`src/rtl/pir_event_log.sv`:
```
// pir_event_log: detects rising threshold crossings on three PIR sensors and logs them
// round-robin into an 8-entry FIFO of {sensor id, timestamp} records.
module pir_event_log #(
    parameter int THRESHOLD      = 50,
    parameter int DEPTH          = 8,
    parameter int HOLDOFF_CYCLES = 100
) (
    input  logic       clk,
    input  logic       rst,
    input  logic       enable,
    input  logic       clear,
    input  logic [6:0] pir_sensor_1,
    input  logic [6:0] pir_sensor_2,
    input  logic [6:0] pir_sensor_3,
    input  logic       rd_en,
    output logic [7:0] rd_data,
    output logic       rd_valid,
    output logic [3:0] count,
    output logic       empty,
    output logic       full,
    output logic       overflow
);
    logic [7:0] mem_q [DEPTH];
    logic [7:0] hold_q [3];
    logic [7:0] hold_d [3];
    logic [6:0] lvl [3];
    logic [5:0] ts_q;
    logic [2:0] prev_q, pend_q, pend_d, active, evt, req, gmask;
    logic [2:0] wptr_q, rptr_q;
    logic [1:0] last_q, o1, o2, gnt;
    logic [3:0] count_q;
    logic [7:0] rdd_q;
    logic       ovf_q, rdv_q, grant, wr, rd;

    assign rd_data  = rdd_q;
    assign rd_valid = rdv_q;
    assign count    = count_q;
    assign empty    = count_q == 4'd0;
    assign full     = count_q == 4'(DEPTH);
    assign overflow = ovf_q;

    always_comb begin
        lvl[0] = pir_sensor_1;
        lvl[1] = pir_sensor_2;
        lvl[2] = pir_sensor_3;
        for (int n = 0; n < 3; n++) begin
            active[n] = lvl[n] >= 7'(THRESHOLD);
            evt[n]    = enable & active[n] & ~prev_q[n] & (hold_q[n] == 8'd0);
        end
        req    = enable ? pend_q : 3'b000;
        // search order starts one past the last granted sensor
        o1     = last_q == 2'd2 ? 2'd0 : last_q + 2'd1;
        o2     = o1 == 2'd2 ? 2'd0 : o1 + 2'd1;
        gnt    = req[o1] ? o1 : req[o2] ? o2 : last_q;
        grant  = |req & ~clear;
        wr     = grant & ~full;
        rd     = rd_en & ~empty & ~clear;
        gmask  = grant ? 3'b001 << gnt : 3'b000;
        pend_d = (clear | ~enable) ? 3'b000 : (pend_q & ~gmask) | evt;
        for (int n = 0; n < 3; n++)
            hold_d[n] = !enable ? 8'd0 :
                        (wr && gnt == 2'(n)) ? 8'(HOLDOFF_CYCLES) :
                        hold_q[n] - 8'(hold_q[n] != 8'd0);
    end

    always_ff @(posedge clk)
        if (wr) mem_q[wptr_q] <= {gnt + 2'd1, ts_q};

    always_ff @(posedge clk or posedge rst)
        if (rst) begin
            ts_q    <= '0;
            prev_q  <= '0;
            pend_q  <= '0;
            for (int n = 0; n < 3; n++) hold_q[n] <= '0;
            last_q  <= 2'd2;
            wptr_q  <= '0;
            rptr_q  <= '0;
            count_q <= '0;
            rdd_q   <= '0;
            rdv_q   <= 1'b0;
            ovf_q   <= 1'b0;
        end else begin
            ts_q   <= ts_q + 6'd1;
            prev_q <= active;
            pend_q <= pend_d;
            for (int n = 0; n < 3; n++) hold_q[n] <= hold_d[n];
            if (clear) begin
                wptr_q  <= '0;
                rptr_q  <= '0;
                count_q <= '0;
                rdv_q   <= 1'b0;
                ovf_q   <= 1'b0;
            end else begin
                rdv_q   <= rd;
                count_q <= count_q + 4'(wr) - 4'(rd);
                if (rd) rdd_q <= mem_q[rptr_q];
                if (rd) rptr_q <= rptr_q + 3'd1;
                if (wr) wptr_q <= wptr_q + 3'd1;
                if (wr) last_q <= gnt;
                if (grant && full) ovf_q <= 1'b1;
            end
        end
endmodule

```
`config.mk`:
```
export PLATFORM = sky130hd
export DESIGN_NAME = pir_event_log
export DESIGN_NICKNAME = d
export VERILOG_FILES = /design/src/rtl/pir_event_log.sv
export SDC_FILE = /design/constraint.sdc
export NUM_CORES = 1
export LEC_CHECK = 0
export CAP_MARGIN = 10
export CORE_AREA = 2 2 127 129
export CTS_CLUSTER_DIAMETER = 80
export DETAILED_ROUTE_END_ITERATION = 16
export DIE_AREA = 0 0 129 131
export GPL_ROUTABILITY_DRIVEN = 1
export PLACE_DENSITY_LB_ADDON = 0.25
export SETUP_SLACK_MARGIN = 0.2
export SLEW_MARGIN = 20
export SYNTH_ARGS = -nofsm -noshare
export SYNTH_HDL_FRONTEND = slang
export SYNTH_SLANG_ARGS = --single-unit
```
`constraint.sdc`:
```
create_clock -name clk -period 3.65 [get_ports clk]
set_input_delay 0.9125 -clock clk [delete_from_list [all_inputs] [get_ports clk]]
set_output_delay 0.9125 -clock clk [all_outputs]
set_load 0.05 [all_outputs]
```
# == Yosys cells after proc, flatten, opt, wreduce, memory -nomap -nowiden ==
# Memories as Yosys holds them, arrays and structs flattened. A register that Yosys moved wholly into a read port is not among the register bits.
# Index checks and enable logic that the tools add are counted.
# totals
regBits,50
latch_bits,0
ram_bits,64
romBits,0
in_bits,26
out_inout_bits,16
word_cells,104
memories,1
# memory_table
memory,depth,width,rd,rd_ports_with_merged_regs,write_ports,line,rtl
mem_q,8,8,1,1,1,23,logic [7:0] mem_q [DEPTH];
# op_classes
n_addsub,11
multipliers,0
n_div,0
n_lt_le_gt_ge,5
n_eq_ne,5
n_shift,1
mux,27
n_bitwise,24
reduce_logical,18
# op_table
operator,count
2-to-1 mux 8 bit,6
logical NOT 8 bit,3
nonzero test 8 bit,3
subtractor 8 x 1 -> 8 bit,3
greater-or-equal comparator 7 x 6 -> 1 bit (second input constant),3
2-to-1 mux 3 bit,7
bitwise AND 1 bit,13
2-to-1 mux 2 bit,4
2-to-1 mux 1 bit,7
NOT 1 bit,7
adder 2 x 1 -> 2 bit (second input constant),3
adder 3 x 1 -> 3 bit (second input constant),2
adder 6 x 1 -> 6 bit (second input constant),1
== test 2 bit (second input constant),3
< comparator 2 x 3 -> 1 bit (second input constant),2
nonzero test 2 bit,3
adder 4 x 1 -> 4 bit,1
binary-select mux 1 bit (select 2 bit),2
== test 4 bit (second input constant),1
logical AND 1 bit,4
logical NOT 4 bit,1
2-to-1 mux 4 bit,1
AND reduction 2 bit,2
subtractor 4 x 1 -> 4 bit,1
8 further kinds,8

# == Longest topological paths before layout ==
# Gate-level depths: netlist (run 1).
# logic_depth
ltp_word,14
depth_mapped,14

# == Least setup slack after synthesis (run 1) ==
# Ideal clock, no wire load.
# synth_path
path_kind,register to register
from,"register count_q[2], in the netlist count[2]"
to,"register count_q[1], in the netlist count[1]"
setup_ps,131
arrival_time_ps,2843
path_slack_ps,676
stages_incl_launch_ff,13
n_path_buf,2
synth_period_minus_slack_ps,2974
path_cell_list,dfrtp_1 -> inv_1 -> ha_1 -> or3b_2 -> and3_1 -> clkbuf_1 -> inv_1 -> buf_2 -> ha_1 -> inv_1 -> ha_1 -> fa_1 -> nor2b_1
# synth_between
elab_chain_len,6
elab_cells_between_ends,10
cone_classes,2 x add/sub; 1 x eq/ne; 1 x mux; 5 x bitwise; 1 x reduce/logical
# synth_lines
item,line,rtl
"start, declared",31,logic [3:0] count_q;
"start signal, assigned",95,count_q <= count_q + 4'(wr) - 4'(rd);
== test 4 bit or logical NOT 4 bit (tied branches),"39, 38",
NOT 1 bit (on tied branches),"56, 57",
bitwise AND 1 bit (on tied branches),"56, 57",
adder 4 x 1 -> 4 bit or bitwise AND 1 bit (tied branches),"95, 57",
subtractor 4 x 1 -> 4 bit (*),95,
2-to-1 mux 4 bit (*),87,if (clear) begin
# Mark *: on every way between the ends. The rest lies on a longest branch, timed or not.
# A chain may end at the register's enable or synchronous reset.

# == Worst setup path in the final report (run 1) ==
# layout_path
from,"register count_q[2], in the netlist count[2]"
to,output port empty
# layout_between
elab_chain_len,1
# layout_lines
item,line,rtl
logical NOT 4 bit,38,assign empty = count_q == 4'd0;
"end, declared",19,"output logic empty,"
# No other way between the ends.

==> qor.yml, run 1 <==
status: "complete, no violations"
rsz0062_at_grt: "false"
synth_area_um2: 5350
finalHoldViolations: 0
n_antenna_cell: 0
crit_path_end_kind: "output port"
synth_seq_cells: 122
clkSinkCount: 122
viasPerCell: 4.64
grt_antenna_before_repair: 0
die_x_um: 129
cp_max_fo: 4
ff_latch_area_um2: 3370
r2r-end: "count[3]"
grt_use_total: 0.127
drtPass1Iterations: 4
slew_headroom: 0.364
synth_cell_types: 41
synth_edf_count: 64
ant_nets: 0
syn_inst: 362
die_area_um2: 16900
wl_met3_um: 245
max_freq_ghz: 0.303
hpwl_um: 6240
fin_nets: 466
hold-path-endpoint: "overflow"
criticalPathCategory: "reg2out"
cts_tree: "done"
power.density_nw_per_um2: 723
ys_warn_count: 0
synthArstFlopShare: 0.475
holdWs_ns: 0.503
ioPinCount: 42
synthToLayoutAreaGrowth_pct: 23.8
clkTransAtPathRegs_ns: 0.05
holdPathStages: 2
clock_skew_ns: 0.00765
met2_length_um: 4870
port_buffers: 38
gr-total-overflow: 0
synth_area_leader_cell: "edfxtp_1"
synth_nets: 406
vias: 3023
final_cell_mix: "edfxtp_1 (64), dfrtp_1 (57), clkdlybuf4s50_1 (37), nor2_1 (24), nand2_1 (20)"
leakage_nw: 2.65
slew_violations: 0
hp-class: "reg2reg"
placed_cell_area_um2: 6040
drc: 0
worst_ep_arrival_time_ns: 2.39
grt_max_degree: 34
dominantRegCellSynth: "edfxtp_1"
hold_buffers: 0
ys_seq_area_frac: 0.630
reg2reg_depth: 12
die_y_um: 131
drv_cap: 0
finalWirelength_um: 9650
timing.setup.tns_ns: 0
filler_cell_count: 1416
numCtsBuffers: 17
final_common_cell: "edfxtp_1"
start_kind: "flip-flop"
avgSynthCellArea_um2: 14.8
start_util: 0.343
irDropWorstVdd_mv: 0.341
htreeDepth: 4
min_from: "overflow"
min_period_ns: 3.30
r2r_slack_ns: 0.85
finalWeightedCongestion: 0.745
synthTopCellsByArea: "edfxtp_1 (36%), dfrtp_1 (27%), mux4_1 (7.9%)"
fin_crit_sh: 0.904
multi_input_area_um2: 1830
grt_pass1_vias: 3183
required_ns: 2.74
core_region_area_um2: 15600
cts.path.max_buffers: 2
cts_resized: 0
worstMarginPinSlew_ns: 0.954
top_layer: "met4"
met1_length_um: 4360
clk_latency_ns: 0.41
design_area_um2: 6630
cts_root_buf: "clkbuf_16"
grt_pass1_wl_um: 15900
drtIter0Drc: 125
drive_gt1_frac: 0.149
wl_per_cell_um: 14.8
synth_top_area_frac: 0.359
reg2reg_from: "count[2]"
cts_setup_buffers: 0
finalSetupViolCount: 0
rows: 46
[per-layer routing]
| metal | global-route usage | vias up |
|---|---|---|
| met5 | 0 | - |
| met4 | 0.0652 | 0 |
| met3 | 0.0354 | 15 |
| met2 | 0.211 | 46 |
| met1 | 0.153 | 1506 |
| li1 | - | 1456 |
[synth_stat cells, types with 2 or more instances]
master	count
edfxtp_1	64
dfrtp_1	57
nor2_1	24
inv_1	20
nand2_1	20
ha_1	17
mux2_2	16
mux4_1	16
xnor2_1	16
nand2b_1	12
xor2_1	10
nor4_1	9
nor3b_1	8
a21oi_1	7
a21boi_0	6
nand3_1	6
clkbuf_1	5
nor2b_1	5
nor3_1	5
or3b_2	5
a21o_1	4
o21ai_0	4
o311ai_0	3
and3_1	2
buf_2	2
buf_6	2
nand3b_1	2
nand4_1	2
[metrics by stage]
stage | instances | power (mW) | utilization | setup WS [ns]
after floorplan | 362 | 2.85 | - | 0.676
after global placement | 619 | 3.15 | 0.387 | 0.373
after detailed placement | 619 | 3.18 | 0.387 | 0.361
after CTS | 651 | 4.86 | 0.425 | 0.272
after global routing | 651 | 5.08 | 0.425 | 0.242
final | 651 | 4.79 | 0.425 | 0.349
[kinds of logic after synthesis]
kind of cell / after synthesis / synth area share
DFF: 122 / 0.630
and+or+nand+nor: 103 / 0.103
muxes: 34 / 0.117
buffers and inverters: 30 / 0.0273
AOI/OAI and AO/OA: 29 / 0.0367
xor gates and xnor gates: 26 / 0.0425
adders and majority gates: 18 / 0.0435
[critical path, stage by stage (launching register included)]
cell	delay [ns]
dfrtp_1	0.37
inv_1	0.10
ha_1	0.14
or3b_2	0.49
inv_1	0.08
clkdlybuf4s50_1	0.79
[worst max-delay path by stage]
| stage | startpoint | slack, ns | endpoint |
|---|---|---|---|
| 2_1_floorplan | count[2] | 0.68 | count[1] |
| 3_3_place_gp | enable | 0.37 | count[2] |
| 3_5_place_dp | enable | 0.36 | count[2] |
| 4_1_cts | count[2] | 0.27 | full |
| 5_1_grt | count[2] | 0.24 | empty |
| 6_report | count[2] | 0.35 | empty |
[final cells by class]
cell class | instances | area share
flip-flops and latches | 122 | 0.509
multi-input cells | 210 | 0.276
repair buffers | 51 | 0.0744
clock buffers | 23 | 0.0691
well taps | 216 | 0.0408
clock inverters | 9 | 0.0185
inverters | 20 | 0.0113
[sequential cells by signal, indices dropped and copies added (netlist names)]
name      count
pend_q        3
rptr_q        3
mem_q        64
last_q        2
hold_q       24
count         4
wptr_q        3
ts_q          6
prev_q        3
rd_valid      1
rd_data       8
overflow      1
[power by group]
part	internal, mW	switching, mW	leakage (nW)
Sequential	1.63	0.178	1.35
Combinational	0.630	0.712	1.02
Clock	1.08	0.555	0.286
Total	3.35	1.45	2.65
Power figures use the tool's default switching activity.
==> inputs of run 2 (changes only) <==
Settings changed: PLACE_DENSITY set to 0.64, PLACE_DENSITY_LB_ADDON 0.25 to not set.
==> qor.yml, run 2 (synthesis gave the netlist of run 1 again) <==
ant_nets: 0
cts_resized: 0
largest_reg_flops: 64
irDropWorstVdd_mv: 0.289
required_ns: 2.74
wl_per_cell_um: 14.5
slew_headroom: 0.393
timing.setup.tns_ns: 0
min_from: "rd_data[7]"
grt_use_total: 0.121
final_common_cell: "edfxtp_1"
die_y_um: 131
grt_antenna_before_repair: 0
die_area_um2: 16900
hold_buffers: 0
ff_latch_area_um2: 3370
die_x_um: 129
rows: 46
clkSinkCount: 122
p_total_mw: 4.74
grt_pass1_wl_um: 15600
max_freq_ghz: 0.304
fin_nets: 469
holdWs_ns: 0.504
finalSetupViolCount: 0
n_antenna_cell: 0
finalHoldViolations: 0
ioPinCount: 42
leakage_nw: 2.66
drive_gt1_frac: 0.162
r2r_slack_ns: 0.78
core_region_area_um2: 15600
cts_tree: "done"
htreeDepth: 4
design_area_um2: 6630
filler_cell_count: 1378
dp_cells: 622
cp_max_fo: 4
startpoint: "count[2]"
synthToLayoutAreaGrowth_pct: 23.8
clk_latency_ns: 0.41
hp-class: "reg2reg"
start_kind: "flip-flop"
placed_cell_area_um2: 6050
finalWeightedCongestion: 0.739
rsz0062_at_grt: "false"
drc: 0
viasPerCell: 4.64
crit_path_end_kind: "output port"
grt_pass1_vias: 3162
vias: 3035
stdcell_count: 654
power.density_nw_per_um2: 716
criticalPathCategory: "reg2out"
met2_length_um: 4960
fin_crit_sh: 0.901
layout_setup_ws_ns: 0.360
cts_setup_buffers: 0
start_util: 0.343
wl_met3_um: 298
drtPass1Iterations: 4
reg2reg_from: "count[2]"
clock_skew_ns: 0.00647
port_buffers: 38
regMostFlops: "mem_q"
slew_violations: 0
worstMarginPinSlew_ns: 0.910
clkTransAtPathRegs_ns: 0.05
grt_max_degree: 59
drtIter0Drc: 189
status: "complete, no violations"
place_ws_ns: 0.262
cts.path.max_buffers: 2
top_layer: "met4"
final_cell_mix: "edfxtp_1 (64), dfrtp_1 (57), clkdlybuf4s50_1 (37), nor2_1 (24), nand2_1 (20)"
drv_cap: 0
hpwl_um: 6320
worst_ep_arrival_time_ns: 2.38
min_period_ns: 3.29
finalWirelength_um: 9480
gr-total-overflow: 0
numCtsBuffers: 17
met1_length_um: 4030
multi_input_area_um2: 1830
cts_root_buf: "clkbuf_16"
final_util: 0.425
## run 2: worst paths after layout
path / cells past startpoint / to
min reg2reg: 1 / rd_data[7]
max: 5 / empty
max in group asynchronous: 3 / wptr_q[2]
min: 1 / rd_data[7]
min in group asynchronous: 3 / hold_q[9]
max reg2reg: 10 / count[1]
## run 2: area by class of cell
class                      instances  share of cell area
sequential                       122               0.509
multi-input combinational        210               0.276
timing repair buffer              54              0.0759
clock buffer                      20              0.0674
tap                              216              0.0408
clock inverter                    12              0.0189
inverter                          20              0.0113
## run 2: routing by layer
| metal | global-route usage | vias up |
|---|---|---|
| li1 | - | 1470 |
| met2 | 0.218 | 53 |
| met5 | 0 | - |
| met4 | 0.0556 | 0 |
| met3 | 0.0240 | 14 |
| met1 | 0.141 | 1498 |
## run 2: worst max-delay path, cell delays in order, from the launching register on
cell	delay [ns]
dfrtp_1	0.37
inv_1	0.11
ha_1	0.15
or3b_2	0.49
inv_1	0.07
clkdlybuf4s50_1	0.79
## run 2: power breakdown
part | internal, mW | switching, mW | leakage, nW
logic | 0.630 | 0.722 | 1.03
clock network | 1.02 | 0.564 | 0.277
registers | 1.63 | 0.178 | 1.35
total | 3.28 | 1.46 | 2.66
==> inputs of run 3 (changes only) <==
Settings changed: HOLD_SLACK_MARGIN set to 0.02.
==> results of run 3 <==
Final layout, timing and power as in run 2 (identical DEF).
